### src/rtl/sap_sequencer.sv
// sap_sequencer: six-state ring-counter sequencer and microinstruction
// decoder for the SAP-1 datapath. Fetch runs T1-T3, execute runs T4-T6;
// a HLT opcode parks the machine in HALT until reset.
module sap_sequencer (
  input  logic        clock,
  input  logic        reset,
  input  logic [3:0]  instruction,
  output logic [11:0] control_word,
  output logic [5:0]  t_state,
  output logic        halt
);

  localparam logic [3:0] OP_LDA = 4'b0000;
  localparam logic [3:0] OP_ADD = 4'b0001;
  localparam logic [3:0] OP_SUB = 4'b0010;
  localparam logic [3:0] OP_OUT = 4'b1110;
  localparam logic [3:0] OP_HLT = 4'b1111;

  typedef enum logic [2:0] {
    ST_T1   = 3'd0,
    ST_T2   = 3'd1,
    ST_T3   = 3'd2,
    ST_T4   = 3'd3,
    ST_T5   = 3'd4,
    ST_T6   = 3'd5,
    ST_HALT = 3'd6
  } state_t;

  state_t state;
  state_t state_next;

  // Microinstruction fields, each high when that action is wanted; polarity
  // of the active-low loads is applied only when the word is assembled.
  logic cp, ep, lm, ce, li, ei, la, ea, su, eu, lb, lo;

  // State register: reset always returns to T1, even from HALT.
  always_ff @(posedge clock) begin
    if (reset) begin
      state <= ST_T1;
    end else begin
      state <= state_next;
    end
  end

  // Next state: plain ring, except HLT at T4 diverts into the HALT sink.
  always_comb begin
    state_next = state;
    unique case (state)
      ST_T1:   state_next = ST_T2;
      ST_T2:   state_next = ST_T3;
      ST_T3:   state_next = ST_T4;
      ST_T4:   state_next = (instruction == OP_HLT) ? ST_HALT : ST_T5;
      ST_T5:   state_next = ST_T6;
      ST_T6:   state_next = ST_T1;
      ST_HALT: state_next = ST_HALT;
      default: state_next = ST_T1;
    endcase
  end

  // Decode: fetch ignores the opcode; execute steps depend on it. Reset
  // suppresses every action so nothing loads or increments during reset.
  always_comb begin
    cp = 1'b0; ep = 1'b0; lm = 1'b0; ce = 1'b0;
    li = 1'b0; ei = 1'b0; la = 1'b0; ea = 1'b0;
    su = 1'b0; eu = 1'b0; lb = 1'b0; lo = 1'b0;
    if (!reset) begin
      case (state)
        ST_T1: begin ep = 1'b1; lm = 1'b1; end
        ST_T2: begin cp = 1'b1; end
        ST_T3: begin ce = 1'b1; li = 1'b1; end
        ST_T4: begin
          if (instruction == OP_LDA || instruction == OP_ADD ||
              instruction == OP_SUB) begin
            ei = 1'b1; lm = 1'b1;
          end else if (instruction == OP_OUT) begin
            ea = 1'b1; lo = 1'b1;
          end
        end
        ST_T5: begin
          if (instruction == OP_LDA) begin
            ce = 1'b1; la = 1'b1;
          end else if (instruction == OP_ADD || instruction == OP_SUB) begin
            ce = 1'b1; lb = 1'b1;
          end
        end
        ST_T6: begin
          if (instruction == OP_ADD) begin
            eu = 1'b1; la = 1'b1;
          end else if (instruction == OP_SUB) begin
            su = 1'b1; eu = 1'b1; la = 1'b1;
          end
        end
        default: ;
      endcase
    end
  end

  // Output assembly: active-low loads are inverted into the word.
  always_comb begin
    control_word = {cp, ep, ~lm, ~ce, ~li, ~ei, ~la, ea, su, eu, ~lb, ~lo};
    halt         = (state == ST_HALT);
    case (state)
      ST_T1:   t_state = 6'b000001;
      ST_T2:   t_state = 6'b000010;
      ST_T3:   t_state = 6'b000100;
      ST_T4:   t_state = 6'b001000;
      ST_T5:   t_state = 6'b010000;
      ST_T6:   t_state = 6'b100000;
      default: t_state = 6'b000000;
    endcase
  end

endmodule

### config.mk
export PLATFORM = sky130hd
export DESIGN_NAME = sap_sequencer
export DESIGN_NICKNAME = d
export VERILOG_FILES = /design/src/rtl/sap_sequencer.sv
export SDC_FILE = /design/constraint.sdc
export NUM_CORES = 1
export LEC_CHECK = 0
export CORE_AREA = 2 2 39 41
export CTS_CLUSTER_SIZE = 12
export DETAILED_ROUTE_END_ITERATION = 8
export DIE_AREA = 0 0 41 43
export PLACE_DENSITY = 0.77
export SLEW_MARGIN = 0
export SYNTH_ARGS = -nofsm -noshare
export SYNTH_HDL_FRONTEND = slang
export SYNTH_SLANG_ARGS = --single-unit
### constraint.sdc
create_clock -name clock -period 3.1 [get_ports clock]
set_input_delay 0.62 -clock clock [delete_from_list [all_inputs] [get_ports clock]]
set_output_delay 0.62 -clock clock [all_outputs]
set_load 0.005 [all_outputs]
==> impl_metrics.csv, run 1 <==
group,metric,value,unit
run_status,status,"finished clean",
cells_and_area,areaGrowthSynthToFinish,68.56,%
yosys,synth_top_flop_cell,"dfxtp_1",
clocking,clock_latency,0.23,ns
yosys,netlist_top_cells_area,"dfxtp_1, buf_4, nor3_1",
yosys,synth_edf_count,0,
power_and_ir_drop,p_int,0.0001252,W
cells_and_area,largest_reg_flops,3,
sta,setup_violations,0,
clocking,cts.clk_slew.worst_paths,0.04,ns
clocking,ctsHoldBuffers,0,
cells_and_area,fillCellCount,138,
min_path,hp-class,"flop to flop",
clocking,clockBufferDepth,2,
power_and_ir_drop,ir_drop,0.0001109,V
global_routing,grt_pass1_vias,424,
power_and_ir_drop,p_leak,0.2284,nW
floorplan,die_x,41,µm
clocking,cts_tree,"done",
sta,rsz0062_at_grt,"no",
floorplan,initial_utilization,0.2703,
power_and_ir_drop,pwr-share-seq,0.293,
cells_and_area,final_cell_area,630.6,µm²
global_routing,grt_usage,0.1391,
yosys,synthArstFlopShare,0,
placement,dp_cells,85,
sta,relSlewSlack,0.6654,
placement,io_buffers,24,
global_routing,grt_start_max_net_pins,17,
placement,pre_cts_slack,0.1294,ns
min_path,hold_start,"state[2]$_SDFF_PP0_",
clocking,cts_setup_buffers,0,
sta,final_hold_viol_count,0,
floorplan,ios,25,
setup_path,reg2reg_from,"state[0]$_SDFF_PP0_",
setup_path,critPathLaunchType,"primary input",
floorplan,core_area,1384,µm²
sta,period_minus_slack,2.980,ns
drt,met2_length,558,µm
yosys,synthCells,51,
drt,viasPerCell,4.966,
drt,wl_per_cell,11.34,µm
power_and_ir_drop,swShare,0.2949,
placement,gp_congestion,0.6968,
run,cap_viol_max_count,0,
yosys,seq_area_frac_synth,0.1605,
sta,timing.final.crit_share,0.9613,
drt,m1WireLength,398,µm
clocking,numCtsBuffers,3,
setup_path,critPathArrivalTime,2.36,ns
setup_path,r2r_cells,2,
clocking,cts.sinks,3,
floorplan,dieArea,1763,µm²
setup_path,crit_fanout,6,
placement,place.detailed.hpwl,739.7,µm
setup_path,r2r_end,"state[1]$_SDFF_PP0_",
placement,placed_area,599.3,µm²
clocking,htreeDepth,1,
yosys,synth_area_per_cell,7.335,µm²
power_and_ir_drop,power_density,281.7,nW/µm²
drt,drt-initial-drc-count,5,
cells_and_area,drive_above_1_share,0.1507,
setup_path,r2r_setup_slack,1.83,ns
yosys,synth_fp_nets,57,
setup_path,crit_required,2.48,ns
yosys,ys_ff_latch,3,
sta,slew_violations,0,
cells_and_area,final_cell_count_no_fill,89,
drt,wl_met3,37,µm
drt,detail-route-antenna-nets,0,
clocking,ctsResizeCount,0,
floorplan,die_y,43,µm
floorplan,rows,14,
yosys,yosysWarnings,0,
power_and_ir_drop,clkPwrFrac,0.384,
yosys,synthDistinctLibCells,30,
setup_path,end_kind,"primary output",
setup_path,crit_buf_inv,2,
min_path,whs_path_depth,1,
setup_path,crit_chain,"clkdlybuf4s50_1, xor2_1, a21oi_1, or3b_1, clkdlybuf4s50_1",
setup_path,crit_path_max_incr_delay,0.57,ns
drt,wl,1.009,mm
power_and_ir_drop,p_comb_frac,0.323,
drt,num_vias,442,
power_and_ir_drop,p_sw,0.00005238,W
global_routing,antenna_found_initial,0,
setup_path,crit_type,"primary input to primary output",
sta,fin_tns_setup,0,ns
sta,setup_ws,0.1199,ns
setup_path,cpMostUsedCell,"clkdlybuf4s50_1",
cells_and_area,top_regs,"state x3",
yosys,syn_area,374.1,µm²
cells_and_area,regMostFlops,"state",
drt,first_pass_iters,2,
sta,timing.fmax,335.6,MHz
yosys,yosysTopAreaCellShare,0.1605,
setup_path,worst_path_dominant_cell_family,"buffers and inverters",
min_path,whs_endpoint,"state[0]$_SDFF_PP0_",
cells_and_area,num_antenna_cells,0,
cells_and_area,finalNetCount,80,
setup_path,cp_slowest_cell,"clkdlybuf4s50_1",
clocking,root_buffer,"clkbuf_4",
drt,post-route-drc-count,0,
global_routing,grt_pass1_wl,1.683,mm
sta,clock_skew,0.003346,ns
global_routing,grt_overflow,0,
drt,highest_layer,"met4",
yosys,yosysTopAreaCell,"dfxtp_1",
sta,tightest_slew,0.5012,ns
-- layout by cell type, fill, tap and decap left out --
cell type,synthesis,layout
clkdlybuf4s50_1,0,22
nor2_1,6,6
nor3_1,5,5
nor3b_1,3,3
clkbuf_4,0,3
dfxtp_1,3,3
nand2b_1,2,2
nor4_1,2,2
a21oi_1,2,2
dlymetal6s2s_1,0,2
buf_4,5,2
inv_1,1,1
nand2_2,1,1
and2_1,1,1
o21ai_0,1,1
nor4b_4,1,1
a22oi_1,1,1
or2_2,1,1
nand3b_1,1,1
nand4_1,1,1
xor2_1,1,1
or3b_1,1,1
nand3_1,1,1
nand4b_1,1,1
or4_4,1,1
inv_2,1,1
nor2b_1,1,1
mux2_2,1,1
a211oi_1,1,1
a31oi_1,1,1
a2111oi_0,1,1
clkbuf_1,2,1
-- metrics by stage --
stage / total power [W] / hold WS [ns] / utilization
detailed placement: 0.0001102 / 0.7078 / 0.4331
finish: 0.0001776 / 0.7257 / 0.4557
CTS: 0.0001819 / 0.7192 / 0.4521
global route: 0.0001897 / 0.7527 / 0.4557
global placement: 0.0001096 / 0.6969 / 0.4331
floorplan: 0.00007614 / 0.5608 / -
-- worst max path at each step --
stage | start | to | slack, ns | cells past startpoint
3_5_place_dp | instruction[3] | control_word[3] | 0.13 | 5
6_report | instruction[1] | control_word[5] | 0.12 | 5
5_1_grt | instruction[0] | control_word[5] | 0.01 | 5
3_3_place_gp | instruction[0] | control_word[5] | 0.13 | 5
2_1_floorplan | instruction[0] | control_word[4] | 1.14 | 4
4_1_cts | instruction[3] | control_word[3] | 0.12 | 5
-- synth_stat cells (all sizes together), types with 2 or more instances --
cell type  number
buf             6
nor2            6
nor3            5
dfxtp           3
nor3b           3
a21oi           2
clkbuf          2
inv             2
nand2b          2
nor4            2
-- logic make-up (layout without fill, tap and decap cells) --
family	Yosys count	in the layout	synth area share
and+or+nand+nor	29	29	0.5117
buffers and inverters	10	32	0.1538
AOI/OAI and AO/OA	7	7	0.1204
DFF	3	3	0.1605
xor gates and xnor gates	1	1	0.02342
muxes	1	1	0.03010
-- power by group through the flow --
| stage | Clock, W | Sequential [W] | Combinational, W |
|---|---|---|---|
| 6_report | 0.0000682 | 0.0000521 | 0.0000574 |
| 2_1_floorplan | 0 | 0.0000453 | 0.0000308 |
| 3_3_place_gp | 0 | 0.0000522 | 0.0000574 |
| 4_1_cts | 0.0000718 | 0.0000517 | 0.0000583 |
| 5_1_grt | 0.0000738 | 0.0000530 | 0.0000629 |
| 3_5_place_dp | 0 | 0.0000523 | 0.0000579 |
-- metal layers --
| metal | up-vias | track usage |
|---|---|---|
| met5 | - | 0 |
| li1 | 224 | - |
| met2 | 11 | 0.2063 |
| met3 | 2 | 0.005236 |
| met4 | 0 | 0.1200 |
| met1 | 205 | 0.1720 |
-- final cells by class --
class                      instances  area [µm²]  share of cell area
clock buffer                       4       26.28             0.04167
inverter                           2       7.507             0.01190
multi-input combinational         38       256.5              0.4067
sequential                         3       60.06             0.09524
tap                               16       20.02             0.03175
timing repair buffer              26       260.3              0.4127
(Power assumes the default switching activity.)
==> run 2, diff against run 1 <==
--- a/config.mk
+++ b/config.mk
@@ -6,7 +6,7 @@
 export NUM_CORES = 1
 export LEC_CHECK = 0
 export CORE_AREA = 2 2 39 41
-export CTS_CLUSTER_SIZE = 12
+export CTS_CLUSTER_SIZE = 28
 export DETAILED_ROUTE_END_ITERATION = 8
 export DIE_AREA = 0 0 41 43
 export PLACE_DENSITY = 0.77
==> results of run 2 <==
Final layout, timing and power as in run 1 (identical DEF).
==> run 3, diff against run 2 <==
--- a/config.mk
+++ b/config.mk
@@ -10,6 +10,7 @@
 export DETAILED_ROUTE_END_ITERATION = 8
 export DIE_AREA = 0 0 41 43
 export PLACE_DENSITY = 0.77
+export SKIP_CTS_REPAIR_TIMING = 1
 export SLEW_MARGIN = 0
 export SYNTH_ARGS = -nofsm -noshare
 export SYNTH_HDL_FRONTEND = slang
==> constraint.sdc (replaced) <==
create_clock -name clock -period 3.1 [get_ports clock]
set_input_delay 0.62 -clock clock [delete_from_list [all_inputs] [get_ports clock]]
set_output_delay 0.62 -clock clock [all_outputs]
set_load 0.05 [all_outputs]
==> run 3 against run 2 <==
Clock power grew 1%. Via count shrank 2.3%. Worst hold slack lost 0.0083 ns. Clock skew shrank 0.0021 ns. Largest cell class unchanged. Cell count shrank 2.2%. Clock-buffer cell count is the same. Register-to-register slack gained 0.02 ns.
==> impl_metrics.csv, run 3 (synthesized netlist as in run 1, its figures left out) <==
group,metric,value,unit
min_path,whs_endpoint,"state[0]$_SDFF_PP0_",
setup_path,crit_type,"primary input to primary output",
sta,timing.fmax,356.2,MHz
global_routing,grt_pass1_wl,1.780,mm
sta,setup_violations,0,
setup_path,crit_path_max_incr_delay,0.57,ns
global_routing,grt_usage,0.1443,
cells_and_area,finalNetCount,78,
cells_and_area,drive_above_1_share,0.2958,
setup_path,crit_buf_inv,2,
sta,final_hold_viol_count,0,
cells_and_area,num_antenna_cells,0,
setup_path,reg2reg_from,"state[0]$_SDFF_PP0_",
setup_path,critPathArrivalTime,2.19,ns
global_routing,grt_pass1_vias,438,
min_path,hp-class,"flop to flop",
global_routing,grt_start_max_net_pins,17,
power_and_ir_drop,pwr-share-seq,0.241,
cells_and_area,areaGrowthSynthToFinish,68.56,%
clocking,cts_tree,"done",
drt,wl_per_cell,11.89,µm
power_and_ir_drop,p_leak,0.2224,nW
sta,tightest_slew,0.5022,ns
power_and_ir_drop,p_comb_frac,0.437,
sta,relSlewSlack,0.6642,
setup_path,crit_required,2.48,ns
global_routing,grt_overflow,0,
sta,timing.final.crit_share,0.9057,
drt,post-route-drc-count,0,
setup_path,cp_slowest_cell,"clkdlybuf4s50_1",
run,cap_viol_max_count,0,
clocking,cts.sinks,3,
clocking,clock_latency,0.23,ns
sta,fin_tns_setup,0,ns
setup_path,worst_path_dominant_cell_family,"simple AND/OR/NAND/NOR gates",
min_path,hold_start,"state[1]$_SDFF_PP0_",
global_routing,antenna_found_initial,0,
clocking,root_buffer,"clkbuf_4",
floorplan,die_x,41,µm
power_and_ir_drop,p_int,0.0001252,W
placement,io_buffers,24,
clocking,clockBufferDepth,2,
setup_path,crit_fanout,8,
setup_path,critPathLaunchType,"primary input",
cells_and_area,final_common_cell,"clkdlybuf4s50_1",
power_and_ir_drop,clkPwrFrac,0.322,
clocking,numCtsBuffers,3,
setup_path,r2r_cells,2,
power_and_ir_drop,power_density,340.4,nW/µm²
placement,place.detailed.hpwl,778,µm
floorplan,ios,25,
power_and_ir_drop,ir_drop,0.0001181,V
sta,clock_skew,0.001241,ns
drt,viasPerCell,4.966,
setup_path,end_kind,"primary output",
run_status,status,"finished clean",
drt,drt-initial-drc-count,7,
floorplan,die_y,43,µm
setup_path,crit_chain,"clkdlybuf4s50_1, nor4b_4, nand2b_1, nor3b_1, buf_12",
setup_path,r2r_setup_slack,1.85,ns
floorplan,core_area,1384,µm²
power_and_ir_drop,p_sw,0.00008943,W
cells_and_area,fillCellCount,144,
placement,gp_congestion,0.7724,
sta,rsz0062_at_grt,"no",
sta,slew_violations,0,
clocking,htreeDepth,1,
cells_and_area,regMostFlops,"state",
sta,period_minus_slack,2.808,ns
drt,first_pass_iters,4,
power_and_ir_drop,swShare,0.4167,
min_path,whs_path_depth,1,
cells_and_area,largest_reg_flops,3,
placement,pre_cts_slack,0.2883,ns
floorplan,dieArea,1763,µm²
clocking,cts.clk_slew.worst_paths,0.04,ns
sta,setup_ws,0.2925,ns
drt,detail-route-antenna-nets,0,
floorplan,rows,14,
cells_and_area,top_regs,"state x3",
floorplan,initial_utilization,0.2703,
drt,num_vias,432,
drt,wl,1.034,mm
cells_and_area,final_cell_mix,"clkdlybuf4s50_1, buf_4, nor2_1, nor3_1, buf_12",
setup_path,r2r_end,"state[1]$_SDFF_PP0_",
[run 3: cell count changes in the layout (fill, tap and decap cells not counted), sizes merged]
cell,previous run,this run
buf,2,12
clkdlybuf4s50,22,12
dlymetal6s2s,2,0
[run 3: worst max-delay path by stage]
stage / end / startpoint / slack [ns] / depth (start not counted)
after floorplan: control_word[9] / instruction[0] / 0.58 / 3
after global placement: control_word[3] / reset / 0.34 / 5
after detailed placement: control_word[3] / reset / 0.29 / 5
after CTS: control_word[3] / reset / 0.29 / 5
after global routing: control_word[3] / reset / 0.19 / 5
final: control_word[3] / reset / 0.29 / 5
[run 3: layout make-up]
cell class                      count  area, µm²  share of cell area
Inverter                            2      7.507             0.01190
Sequential cell                     3      60.06             0.09524
Timing Repair Buffer               24      260.3              0.4127
Tap cell                           16      20.02             0.03175
Clock buffer                        4      26.28             0.04167
Multi-Input combinational cell     38      256.5              0.4067
[run 3: power by group through the flow]
stage	clock network [W]	logic (W)	registers, W
2_1_floorplan	0	0.0000668	0.0000453
3_3_place_gp	0	0.0000931	0.0000520
3_5_place_dp	0	0.0000939	0.0000525
4_1_cts	0.0000718	0.0000942	0.0000518
5_1_grt	0.0000726	0.0000984	0.0000532
6_report	0.0000691	0.0000938	0.0000518
[run 3: per-layer routing]
layer  share of wire  wire, µm  global-route usage  up-vias
li1                -         -                   -      222
met5               0         0                   0        -
met2            0.53       546              0.2188       11
met3           0.044        46             0.01571        2
met1            0.41       421              0.1661      197
met4           0.018        19              0.1267        0
[run 3: stage by stage]
step / cells / power [W] / util / hold slack, ns / instance area, µm²
6_report: 87 / 0.0002146 / 0.4557 / 0.7174 / 630.6
5_1_grt: 87 / 0.0002241 / 0.4557 / 0.7698 / 630.6
4_1_cts: 87 / 0.0002178 / 0.4557 / 0.7091 / 630.6
3_5_place_dp: 83 / 0.0001464 / 0.4367 / 0.6994 / 604.3
3_3_place_gp: 83 / 0.0001451 / 0.4367 / 0.6997 / 604.3
2_1_floorplan: 51 / 0.0001121 / - / 0.5608 / 374.1
